$ cat src/rtl/viterbi_sipo_ctrl_if.sv
// ============================================================================
// Module   : viterbi_sipo_ctrl_if
// Brief    : Bit-stream, SIPO and word-output handshake bundle for the
//            Viterbi SIPO frame controller.
// Revision : 1.0 - initial release
// ============================================================================
`default_nettype none

interface viterbi_sipo_ctrl_if #(
    parameter int WORD_W = 8
) ();
    logic              i_frame_start;
    logic              i_bit_valid;
    logic              i_bit;
    logic              o_bit_ready;
    logic              o_sipo_start;
    logic              o_sipo_data;
    logic              i_sipo_done;
    logic [WORD_W-1:0] i_sipo_data;
    logic              o_word_valid;
    logic [WORD_W-1:0] o_word_data;
    logic              o_word_last;
    logic              i_word_ready;
    logic              o_frame_done;
    logic              o_busy;
    logic              o_err_timeout;

    // Controller side
    modport master (
        input  i_frame_start, i_bit_valid, i_bit, i_sipo_done, i_sipo_data, i_word_ready,
        output o_bit_ready, o_sipo_start, o_sipo_data, o_word_valid, o_word_data,
        output o_word_last, o_frame_done, o_busy, o_err_timeout
    );

    // Environment side (bit source, SIPO, word sink)
    modport slave (
        output i_frame_start, i_bit_valid, i_bit, i_sipo_done, i_sipo_data, i_word_ready,
        input  o_bit_ready, o_sipo_start, o_sipo_data, o_word_valid, o_word_data,
        input  o_word_last, o_frame_done, o_busy, o_err_timeout
    );
endinterface

`default_nettype wire

$ cat src/rtl/viterbi_sipo_ctrl.sv
// ============================================================================
// Module   : viterbi_sipo_ctrl
// Brief    : Frame sequencer for the 1-bit SIPO deserializer: gates serial bits
//            into the SIPO, buffers each word and delivers it with last/done.
//            Optional SIPO-done watchdog enabled by macro SIPO_CTRL_WDT_EN.
// Revision : 1.0 - initial release
// ============================================================================
`default_nettype none

module viterbi_sipo_ctrl #(
    parameter int WORD_W      = 8,
    parameter int FRAME_WORDS = 4,
    parameter int TIMEOUT     = 16
) (
    input  logic                 i_clk,
    input  logic                 i_rst,
    viterbi_sipo_ctrl_if.master  bus
);

    localparam int c_BIT_CNT_W  = (WORD_W > 1) ? $clog2(WORD_W) : 1;
    localparam int c_WORD_CNT_W = (FRAME_WORDS > 1) ? $clog2(FRAME_WORDS) : 1;
    localparam logic [c_BIT_CNT_W-1:0]  c_BIT_LAST  = c_BIT_CNT_W'(WORD_W - 1);
    localparam logic [c_WORD_CNT_W-1:0] c_WORD_LAST = c_WORD_CNT_W'(FRAME_WORDS - 1);

    typedef enum logic [2:0] {
        S_IDLE      = 3'd0,
        S_SHIFT     = 3'd1,
        S_WAIT_DONE = 3'd2,
        S_HOLD      = 3'd3,
        S_DONE      = 3'd4
    } state_t;

    state_t                  r_state_q,     w_state_d;
    logic [c_BIT_CNT_W-1:0]  r_bit_cnt_q,   w_bit_cnt_d;
    logic [c_WORD_CNT_W-1:0] r_word_cnt_q,  w_word_cnt_d;
    logic [WORD_W-1:0]       r_word_data_q, w_word_data_d;

    logic w_accept;
    logic w_is_last;

    assign w_accept  = (r_state_q == S_SHIFT) && bus.i_bit_valid;
    assign w_is_last = (r_word_cnt_q == c_WORD_LAST);

`ifdef SIPO_CTRL_WDT_EN
    localparam int c_WDT_W = (TIMEOUT > 1) ? $clog2(TIMEOUT + 1) : 1;
    localparam logic [c_WDT_W-1:0] c_WDT_LAST = c_WDT_W'(TIMEOUT - 1);

    logic [c_WDT_W-1:0] r_wdt_q, w_wdt_d;
    logic               r_err_q, w_err_d;
    logic               w_wdt_expired;

    // Expires on the TIMEOUT-th WAIT_DONE cycle without a done; a done on that
    // same cycle still wins.
    assign w_wdt_expired = (r_state_q == S_WAIT_DONE) && !bus.i_sipo_done &&
                           (r_wdt_q == c_WDT_LAST);
`else
    logic w_unused_timeout;
    assign w_unused_timeout = (TIMEOUT != 0);
`endif

    always_comb begin
        w_state_d     = r_state_q;
        w_bit_cnt_d   = r_bit_cnt_q;
        w_word_cnt_d  = r_word_cnt_q;
        w_word_data_d = r_word_data_q;
`ifdef SIPO_CTRL_WDT_EN
        w_wdt_d       = '0;
        w_err_d       = 1'b0;
`endif
        case (r_state_q)
            S_IDLE: begin
                if (bus.i_frame_start) begin
                    w_state_d    = S_SHIFT;
                    w_bit_cnt_d  = '0;
                    w_word_cnt_d = '0;
                end
            end
            S_SHIFT: begin
                if (w_accept) begin
                    if (r_bit_cnt_q == c_BIT_LAST) begin
                        w_bit_cnt_d = '0;
                        w_state_d   = S_WAIT_DONE;
                    end else begin
                        w_bit_cnt_d = r_bit_cnt_q + 1'b1;
                    end
                end
            end
            S_WAIT_DONE: begin
`ifdef SIPO_CTRL_WDT_EN
                w_wdt_d = r_wdt_q + 1'b1;
`endif
                if (bus.i_sipo_done) begin
                    w_word_data_d = bus.i_sipo_data;
                    w_state_d     = S_HOLD;
                end
`ifdef SIPO_CTRL_WDT_EN
                else if (w_wdt_expired) begin
                    w_state_d    = S_IDLE;
                    w_bit_cnt_d  = '0;
                    w_word_cnt_d = '0;
                    w_err_d      = 1'b1;
                end
`endif
            end
            S_HOLD: begin
                // Single word buffer: the next word is not shifted until this
                // one has been taken downstream.
                if (bus.i_word_ready) begin
                    if (w_is_last) begin
                        w_state_d = S_DONE;
                    end else begin
                        w_word_cnt_d = r_word_cnt_q + 1'b1;
                        w_state_d    = S_SHIFT;
                    end
                end
            end
            S_DONE: begin
                w_state_d    = S_IDLE;
                w_word_cnt_d = '0;
            end
            default: begin
                w_state_d    = S_IDLE;
                w_bit_cnt_d  = '0;
                w_word_cnt_d = '0;
            end
        endcase
    end

    always_ff @(posedge i_clk) begin
        if (i_rst) begin
            r_state_q     <= S_IDLE;
            r_bit_cnt_q   <= '0;
            r_word_cnt_q  <= '0;
            r_word_data_q <= '0;
        end else begin
            r_state_q     <= w_state_d;
            r_bit_cnt_q   <= w_bit_cnt_d;
            r_word_cnt_q  <= w_word_cnt_d;
            r_word_data_q <= w_word_data_d;
        end
    end

`ifdef SIPO_CTRL_WDT_EN
    always_ff @(posedge i_clk) begin
        if (i_rst) begin
            r_wdt_q <= '0;
            r_err_q <= 1'b0;
        end else begin
            r_wdt_q <= w_wdt_d;
            r_err_q <= w_err_d;
        end
    end

    assign bus.o_err_timeout = r_err_q;
`else
    assign bus.o_err_timeout = 1'b0;
`endif

    assign bus.o_bit_ready  = (r_state_q == S_SHIFT);
    assign bus.o_sipo_start = w_accept;
    assign bus.o_sipo_data  = (r_state_q == S_SHIFT) && bus.i_bit;
    assign bus.o_word_valid = (r_state_q == S_HOLD);
    assign bus.o_word_data  = r_word_data_q;
    assign bus.o_word_last  = (r_state_q == S_HOLD) && w_is_last;
    assign bus.o_frame_done = (r_state_q == S_DONE);
    assign bus.o_busy       = (r_state_q != S_IDLE);

endmodule

`default_nettype wire

$ cat src/flat_wrapper.sv
// flat-port wrapper written by rule: the top's interface ports become plain ports
module viterbi_sipo_ctrl_flat 
#(
    parameter int WORD_W      = 8,
    parameter int FRAME_WORDS = 4,
    parameter int TIMEOUT     = 16
)
  (i_clk, i_rst, bus_i_frame_start, bus_i_bit_valid, bus_i_bit, bus_i_sipo_done, bus_i_sipo_data, bus_i_word_ready, bus_o_bit_ready, bus_o_sipo_start, bus_o_sipo_data, bus_o_word_valid, bus_o_word_data, bus_o_word_last, bus_o_frame_done, bus_o_busy, bus_o_err_timeout);
  viterbi_sipo_ctrl_if #(.WORD_W(WORD_W)) bus_i ();
  input  logic i_clk;
  input  logic i_rst;
  input wire logic [$bits(bus_i.i_frame_start)-1:0] bus_i_frame_start;
  input wire logic [$bits(bus_i.i_bit_valid)-1:0] bus_i_bit_valid;
  input wire logic [$bits(bus_i.i_bit)-1:0] bus_i_bit;
  input wire logic [$bits(bus_i.i_sipo_done)-1:0] bus_i_sipo_done;
  input wire logic [$bits(bus_i.i_sipo_data)-1:0] bus_i_sipo_data;
  input wire logic [$bits(bus_i.i_word_ready)-1:0] bus_i_word_ready;
  output wire logic [$bits(bus_i.o_bit_ready)-1:0] bus_o_bit_ready;
  output wire logic [$bits(bus_i.o_sipo_start)-1:0] bus_o_sipo_start;
  output wire logic [$bits(bus_i.o_sipo_data)-1:0] bus_o_sipo_data;
  output wire logic [$bits(bus_i.o_word_valid)-1:0] bus_o_word_valid;
  output wire logic [$bits(bus_i.o_word_data)-1:0] bus_o_word_data;
  output wire logic [$bits(bus_i.o_word_last)-1:0] bus_o_word_last;
  output wire logic [$bits(bus_i.o_frame_done)-1:0] bus_o_frame_done;
  output wire logic [$bits(bus_i.o_busy)-1:0] bus_o_busy;
  output wire logic [$bits(bus_i.o_err_timeout)-1:0] bus_o_err_timeout;
  assign bus_i.i_frame_start = bus_i_frame_start;
  assign bus_i.i_bit_valid = bus_i_bit_valid;
  assign bus_i.i_bit = bus_i_bit;
  assign bus_i.i_sipo_done = bus_i_sipo_done;
  assign bus_i.i_sipo_data = bus_i_sipo_data;
  assign bus_i.i_word_ready = bus_i_word_ready;
  assign bus_o_bit_ready = bus_i.o_bit_ready;
  assign bus_o_sipo_start = bus_i.o_sipo_start;
  assign bus_o_sipo_data = bus_i.o_sipo_data;
  assign bus_o_word_valid = bus_i.o_word_valid;
  assign bus_o_word_data = bus_i.o_word_data;
  assign bus_o_word_last = bus_i.o_word_last;
  assign bus_o_frame_done = bus_i.o_frame_done;
  assign bus_o_busy = bus_i.o_busy;
  assign bus_o_err_timeout = bus_i.o_err_timeout;
  viterbi_sipo_ctrl #(.WORD_W(WORD_W), .FRAME_WORDS(FRAME_WORDS), .TIMEOUT(TIMEOUT)) u_core (.i_clk(i_clk), .i_rst(i_rst), .bus(bus_i));
endmodule
$ cat config.mk
export PLATFORM = sky130hd
export DESIGN_NAME = viterbi_sipo_ctrl_flat
export DESIGN_NICKNAME = d
export VERILOG_FILES = /design/src/rtl/viterbi_sipo_ctrl_if.sv /design/src/rtl/viterbi_sipo_ctrl.sv /design/src/flat_wrapper.sv
export SDC_FILE = /design/constraint.sdc
export NUM_CORES = 1
export LEC_CHECK = 0
export ABC_CLOCK_PERIOD_IN_PS = 1500
export CAP_MARGIN = 0
export CELL_PAD_IN_SITES_DETAIL_PLACEMENT = 0
export CELL_PAD_IN_SITES_GLOBAL_PLACEMENT = 2
export CORE_MARGIN = 1
export CORE_UTILIZATION = 23
export CTS_BUF_LIST = sky130_fd_sc_hd__clkbuf_4
export DETAILED_ROUTE_END_ITERATION = 6
export PLACE_DENSITY = 0.75
export SYNTH_ARGS = -nofsm -noshare
export SYNTH_HDL_FRONTEND = slang
export SYNTH_SLANG_ARGS = --single-unit
$ cat constraint.sdc
create_clock -name i_clk -period 1.5 [get_ports i_clk]
set_input_delay 0.3 -clock i_clk [delete_from_list [all_inputs] [get_ports i_clk]]
set_output_delay 0.3 -clock i_clk [all_outputs]
set_load 0.05 [all_outputs]
==> flow_summary.ini, run 1 <==
[synthesis]
async_flop_share = 0
synth_edf_count = 0
ys_types = 31
syn_inst = 86
yosys_warnings = 0
syn_area_per_cell_um2 = 9.44
synth_area_um2 = 812
synth_largest_area_cell = dfxtp_1
synth.yosys.seq_area_share = 0.394
synth_area_leaders = dfxtp_1 39%, mux2i_1 11%, ha_1 4.6%
synth_top_area_frac = 0.394
syn-num-nets = 104
ys_seq_elements = 16
ys.flop_type = dfxtp_1

[cts]
clk_latency_ns = 0.28
path_clk_slew_ns = 0.09
clk_path_buf_depth = 2
cts_sinks = 16
ctsHoldBuffers = 0
cts_buffers = 3
cts_htree_levels = 1
cts_tree = yes
root_buffer = clkbuf_4

[detailed_routing]
met2_length_um = 1120
vias_per_cell = 4.49
top_layer = met4
num_vias = 817
routed_wl_um = 2270
drc = 0
route.layer.met1.wl_um = 921
drtPass1Iterations = 4
dr_wl_met3_um = 203
antenna_left = 0
drt_iter0_markers = 13
post_drt_wl_per_cell_um = 12.5

[grt]
overflow = 0
track_usage = 0.143
grt_pass1_vias = 818
grt_pass1_wl_um = 3860
antenna_found_initial = 0
grt_max_degree = 10

[timing]
rsz0062_at_grt = yes
finalCritPeriodShare = 1.05
fin_crit_ns = 1.57
fin_hold_ws_ns = 0.506
max_freq_ghz = 0.637
hold_viol_final = 0
fin_skew_ns = 0.000290
setup_slack_ns = -0.0705
maxSlewViolCount = 0
setup_violations = 6

[finish]
synthToLayoutAreaGrowth_pct = 91.4
fin_nets = 156
antennaDiodeCount = 0
num-fill-cells = 340
regArea_um2 = 335
drive_gt1_frac = 0.485
multi_input_area_um2 = 504
final_common_cell = buf_4
final_cell_mix = 23 x buf_4, 15 x buf_12, 14 x clkdlybuf4s50_1

[power]
powerDensity_nw_per_um2 = 546
ir_drop_v = 0.000361
p_leak_nw = 0.608

[setup_path]
r2r_start = u_core.r_state_q[2]
reg2regPathDepth = 5
cp_max_fo = 5
critPathLaunchType = flip-flop
rr_endpoint = u_core.r_bit_cnt_q[1]
worstSetupStartpoint = u_core.r_state_q[2]
worstSetupPathType = flip-flop to output pin
critPathCapture = bus_o_sipo_data
cp.arrival_ns = 1.27
critPathRequiredTime_ns = 1.20
critPathCaptureType = output pin
r2r_setup_slack_ns = -0.06

[place]
dp_slack_ns = -0.212
numPortBuffers = 29
hpwl_um = 1620
place_congestion = 0.716

[floorplan]
dieHeight_um = 61.4
start_util = 0.241
ios = 31
fp-row-count = 21
die_area_um2 = 3770
core_area_um2 = 3360
die_x_um = 61.4

[job]
max-cap-violations = 0

[status]
status = complete, but fails checks
violations = setup timing

[min_path]
min-delay-path-class = flip-flop to flip-flop
-- layout make-up --
type                    instances  area share
inverters                       2     0.00644
clock buffers                   3      0.0145
multi-input cells              62       0.324
flip-flops and latches         16       0.216
repair buffers                 53       0.402
well taps                      46      0.0370
-- repair_timing --
item,CTS,global route
setup endpoints to repair,17,14
buffers inserted,6,1
endpoints found under the hold margin,0,0
pin swaps,4,1
gates resized for setup,12,8
cloned,0,0
-- routing by layer --
| metal | vias to the layer above | track usage |
|---|---|---|
| li1 | 410 | - |
| met1 | 373 | 0.155 |
| met2 | 30 | 0.239 |
| met5 | - | 0 |
| met4 | 0 | 0.0635 |
| met3 | 4 | 0.0651 |
-- worst min-delay path by stage --
stage                      startpoint                        end  slack [ns]  cells past startpoint
2_1_floorplan      bus_i_sipo_data[0]  u_core.bus.o_word_data[0]        0.45                      2
3_3_place_gp    u_core.r_bit_cnt_q[1]      u_core.r_bit_cnt_q[1]        0.46                      2
3_5_place_dp    u_core.r_bit_cnt_q[1]      u_core.r_bit_cnt_q[1]        0.50                      2
4_1_cts         u_core.r_bit_cnt_q[1]      u_core.r_bit_cnt_q[1]        0.52                      2
5_1_grt         u_core.r_bit_cnt_q[1]      u_core.r_bit_cnt_q[1]        0.54                      2
6_report       u_core.r_word_cnt_q[1]     u_core.r_word_cnt_q[1]        0.51                      2
-- where the power goes --
group / internal [mW] / switching, mW / total, mW
logic: 0.111 / 0.0860 / 0.197
clock network: 0.0931 / 0.129 / 0.222
registers: 0.425 / 0.00415 / 0.429
-- worst max-delay path, cell delays in order (launching register included) --
cell     delay (ns)
dfxtp_4        0.37
nor3b_4        0.23
buf_6          0.12
and2_4         0.13
buf_12         0.13
-- stage by stage --
step                      cells  power, mW  utilization  TNS [ns]  instance area, µm²
after floorplan              86      0.520            -    -0.690                 838
after global placement      172      0.615        0.421     -1.44                1420
after detailed placement    172      0.617        0.421     -1.54                1420
after CTS                   181      0.857        0.451    -0.259                1520
after global routing        182      0.896        0.462    -0.653                1550
final                       182      0.848        0.462    -0.253                1550
-- registers in the layout, indices dropped and copies added, names as in the netlist --
name / count
u_core.bus.o_word_data: 8
u_core.r_bit_cnt_q: 3
u_core.r_state_q: 3
u_core.r_word_cnt_q: 2
-- cells in the mapped netlist, types with 3 or more instances --
cell type and instances:
nor2_1 10, o21ai_0 4, and2_1 4, nor3_1 3, a21oi_1 4, dfxtp_1 16
buf_4 3, ha_1 3, mux2i_1 9
-- kinds of logic (layout without fill, tap and decap cells) --
| family | count (synthesis) | in the layout | synth area share |
|---|---|---|---|
| and+or+nand+nor | 34 | 34 | 0.263 |
| DFF | 16 | 16 | 0.394 |
| AOI/OAI and AO/OA | 15 | 15 | 0.129 |
| muxes | 9 | 9 | 0.111 |
| buffers and inverters | 8 | 58 | 0.0508 |
| adders and majority gates | 3 | 3 | 0.0462 |
| other | 1 | 1 | 0.00462 |
(Power assumes the default switching activity.)
==> run 2, diff against run 1 <==
--- a/config.mk
+++ b/config.mk
@@ -5,15 +5,17 @@
 export SDC_FILE = /design/constraint.sdc
 export NUM_CORES = 1
 export LEC_CHECK = 0
+export ABC_AREA = 1
 export ABC_CLOCK_PERIOD_IN_PS = 1500
 export CAP_MARGIN = 0
 export CELL_PAD_IN_SITES_DETAIL_PLACEMENT = 0
 export CELL_PAD_IN_SITES_GLOBAL_PLACEMENT = 2
+export CORE_ASPECT_RATIO = 1.2
 export CORE_MARGIN = 1
-export CORE_UTILIZATION = 23
+export CORE_UTILIZATION = 21
 export CTS_BUF_LIST = sky130_fd_sc_hd__clkbuf_4
 export DETAILED_ROUTE_END_ITERATION = 6
-export PLACE_DENSITY = 0.75
+export PLACE_DENSITY = 0.76
 export SYNTH_ARGS = -nofsm -noshare
 export SYNTH_HDL_FRONTEND = slang
 export SYNTH_SLANG_ARGS = --single-unit
==> run 2 against run 1 <==
Synthesized cell count grew 43%. Setup slack gained 0.085 ns. Critical path depth is the same. Sequential power grew 46%. Via count grew 11%. Clock power grew 2%. The run now ends clean. Wire length shrank 2.9%. Non-clock buffer count shrank 11. Area after synthesis grew 2.5%. Count of clock-buffer cells in the layout is the same.
==> flow_summary.ini, run 2 <==
[status]
status = completed

[timing]
fin_skew_ns = 0.00164
setup_slack_ns = 0.0146
maxSlewViolCount = 0
fin_crit_ns = 1.49
hold_viol_final = 0
fin_hold_ws_ns = 0.479
max_freq_ghz = 0.673
rsz0062_at_grt = yes
setup_violations = 0
finalCritPeriodShare = 0.990

[detailed_routing]
drtPass1Iterations = 4
routed_wl_um = 2210
num_vias = 905
drc = 0
drt_iter0_markers = 26
post_drt_wl_per_cell_um = 10.1
antenna_left = 0
vias_per_cell = 4.15

[setup_path]
cp_max_fo = 3
cp.arrival_ns = 1.19
reg2regPathDepth = 8
worstSetupStartpoint = u_core.r_word_cnt_q[0]
critPathRequiredTime_ns = 1.20
cp_slowest_cell = dfxtp_2
critPathMaxStageDelay_ns = 0.34
path_buf_inv = 2
critical_path_depth = 4
r2r_setup_slack_ns = 0.15
r2r_start = u_core.r_state_q[0]
worstSetupPathType = flip-flop to output pin
critPathLaunchType = flip-flop
critPathCapture = bus_o_word_last
rr_endpoint = u_core.bus.o_word_data[4]
crit_chain = ha_2 -> nand2_2 -> clkinvlp_4 -> buf_12
critPathTopFamily = flip-flops
critPathCaptureType = output pin

[synthesis]
synth_edf_count = 0
synth_top_area_frac = 0.385
synth_area_leaders = dfxtp_1 38%, nor2_1 13%, nand2_1 9.0%
synthXorXnorAreaFrac = 0
yosys_warnings = 0
synthTopCellsByCount = 28 x nor2_1, 20 x nand2_1, 16 x dfxtp_1, 15 x inv_1, 12 x o21ai_0
synth-compound-area-share = 0.101
syn_area_per_cell_um2 = 6.76
synth_mux_area_frac = 0
ys_seq_elements = 16
async_flop_share = 0
syn-num-nets = 141
synth_top_family_by_area = simple AND/OR/NAND/NOR gates
ys_types = 19
yosys.cell_count.top_type = nor2_1
synth_area_um2 = 832
synthSimpleGateAreaFrac = 0.365
ys.flop_type = dfxtp_1
synth.yosys.seq_area_share = 0.385
synth_fa_ha_area_frac = 0.0451
synth_largest_area_cell = dfxtp_1
syn_inst = 123

[power]
p_int_mw = 1.35
ir_drop_v = 0.000553
switching_share = 0.451
power_mw = 2.46
p_sw_mw = 1.11
clkPwrFrac = 0.092
powerDensity_nw_per_um2 = 1600
p_leak_nw = 0.667
p_comb_frac = 0.655
pwr-share-seq = 0.254

[cts]
cts_htree_levels = 1
cts_tree = yes
cts_buffers = 3
root_buffer = clkbuf_4
clk_path_buf_depth = 2
path_clk_slew_ns = 0.09
clk_latency_ns = 0.28
cts_sinks = 16

[finish]
fin_cells = 218
drive_gt1_frac = 0.349
synthToLayoutAreaGrowth_pct = 85.3
antennaDiodeCount = 0
final_cell_mix = 25 x nor2_1, 17 x nand2_1, 15 x buf_12
fin_nets = 185
largest_reg_flops = 8
stdcell_area_um2 = 1540
final_common_cell = nor2_1
num-fill-cells = 402

[floorplan]
ios = 31
start_util = 0.223
core_area_um2 = 3720
fp-row-count = 24
dieHeight_um = 71.0
die_area_um2 = 4220
die_x_um = 59.5

[grt]
grt_max_degree = 12
antenna_found_initial = 0
track_usage = 0.115
grt_pass1_vias = 876
grt_pass1_wl_um = 3750
overflow = 0

[place]
place_congestion = 0.748
dp_slack_ns = -0.0383
hpwl_um = 1740
dpl_cell_area_um2 = 1390
numPortBuffers = 29
dp.cells = 208

[min_path]
min-delay-path-class = flip-flop to flip-flop

[job]
max-cap-violations = 0
## run 2: cell count changes after synthesis, moves of 3 or more
cell     previous run  this run
nand2_2             0         3
o21ai_0             4        12
mux2i_1             9         0
nand2_1             2        20
inv_1               2        15
nand4_1             1         4
and2_1              4         0
nor2_1             10        28
nand3_1             2         5
## run 2: worst register-to-register path, stage by stage, from the launching register on
cell,delay (ns)
dfxtp_4,0.36
buf_8,0.14
buf_4,0.14
inv_1,0.07
nand3_2,0.13
nor2_4,0.11
inv_1,0.12
nor2_1,0.12
nor2_1,0.06
## run 2: area by class of cell
type | count | area [µm²] | share of cell area
timing repair buffer | 42 | 546 | 0.354
clock inverter | 1 | 3.75 | 0.00244
clock buffer | 3 | 22.5 | 0.0146
sequential | 16 | 333 | 0.216
inverter | 17 | 72.6 | 0.0471
tap | 52 | 65.1 | 0.0422
multi-input combinational | 87 | 499 | 0.324
## run 2: timing repair
| item | in CTS | in global routing |
|---|---|---|
| resized for setup | 14 | 11 |
| pin swaps | 1 | 4 |
| setup endpoints to repair | 8 | 17 |
| cloned | 0 | 0 |
| buffers inserted | 6 | 0 |
| hold buffers | 0 | 0 |
## run 2: kinds of logic (layout without fill, tap and decap cells)
logic type | after synthesis | count (layout)
fa+ha+maj | 3 | 3
flops | 16 | 16
compound gates | 16 | 16
other cells | 1 | 1
simple gates | 67 | 67
buf+inv | 20 | 63
## run 2: worst min-delay path by stage
stage                                     start               endpoint  depth (start not counted)
final                     u_core.r_bit_cnt_q[2]  u_core.r_bit_cnt_q[2]                          2
after global placement    u_core.r_bit_cnt_q[1]  u_core.r_bit_cnt_q[1]                          2
after global routing      u_core.r_bit_cnt_q[2]  u_core.r_bit_cnt_q[2]                          2
after detailed placement  u_core.r_bit_cnt_q[2]  u_core.r_bit_cnt_q[2]                          2
after floorplan                           i_rst    u_core.r_state_q[0]                          1
after CTS                 u_core.r_bit_cnt_q[2]  u_core.r_bit_cnt_q[2]                          2
## run 2: power by group through the flow
stage	combinational, mW	clock (mW)	sequential (mW)
after floorplan	0.708	0	0.728
final	1.61	0.226	0.625
after CTS	1.57	0.246	0.620
after global routing	1.74	0.262	0.643
after detailed placement	1.42	0	0.636
after global placement	1.40	0	0.633
## run 2: per-layer routing
metal / up-vias / routed length [µm] / track usage
met5: - / 0 / 0
met4: 0 / 0 / 0.0317
met3: 0 / 119 / 0.0238
met2: 24 / 1130 / 0.199
met1: 406 / 962 / 0.142
li1: 475 / - / -
## run 2: through the flow
step / util / setup TNS [ns]
after floorplan: - / -0.288
after global placement: 0.373 / -0.103
after detailed placement: 0.373 / -0.0801
after CTS: 0.403 / -0.0447
after global routing: 0.414 / -0.227
final: 0.414 / 0
==> run 3, diff against run 2 <==
--- a/config.mk
+++ b/config.mk
@@ -7,7 +7,7 @@
 export LEC_CHECK = 0
 export ABC_AREA = 1
 export ABC_CLOCK_PERIOD_IN_PS = 1500
-export CAP_MARGIN = 0
+export CAP_MARGIN = 15
 export CELL_PAD_IN_SITES_DETAIL_PLACEMENT = 0
 export CELL_PAD_IN_SITES_GLOBAL_PLACEMENT = 2
 export CORE_ASPECT_RATIO = 1.2
@@ -15,6 +15,7 @@
 export CORE_UTILIZATION = 21
 export CTS_BUF_LIST = sky130_fd_sc_hd__clkbuf_4
 export DETAILED_ROUTE_END_ITERATION = 6
+export HOLD_SLACK_MARGIN = 0.03
 export PLACE_DENSITY = 0.76
 export SYNTH_ARGS = -nofsm -noshare
 export SYNTH_HDL_FRONTEND = slang
==> results of run 3 <==
No change in the layout: final DEF, timing and power equal those of run 2.
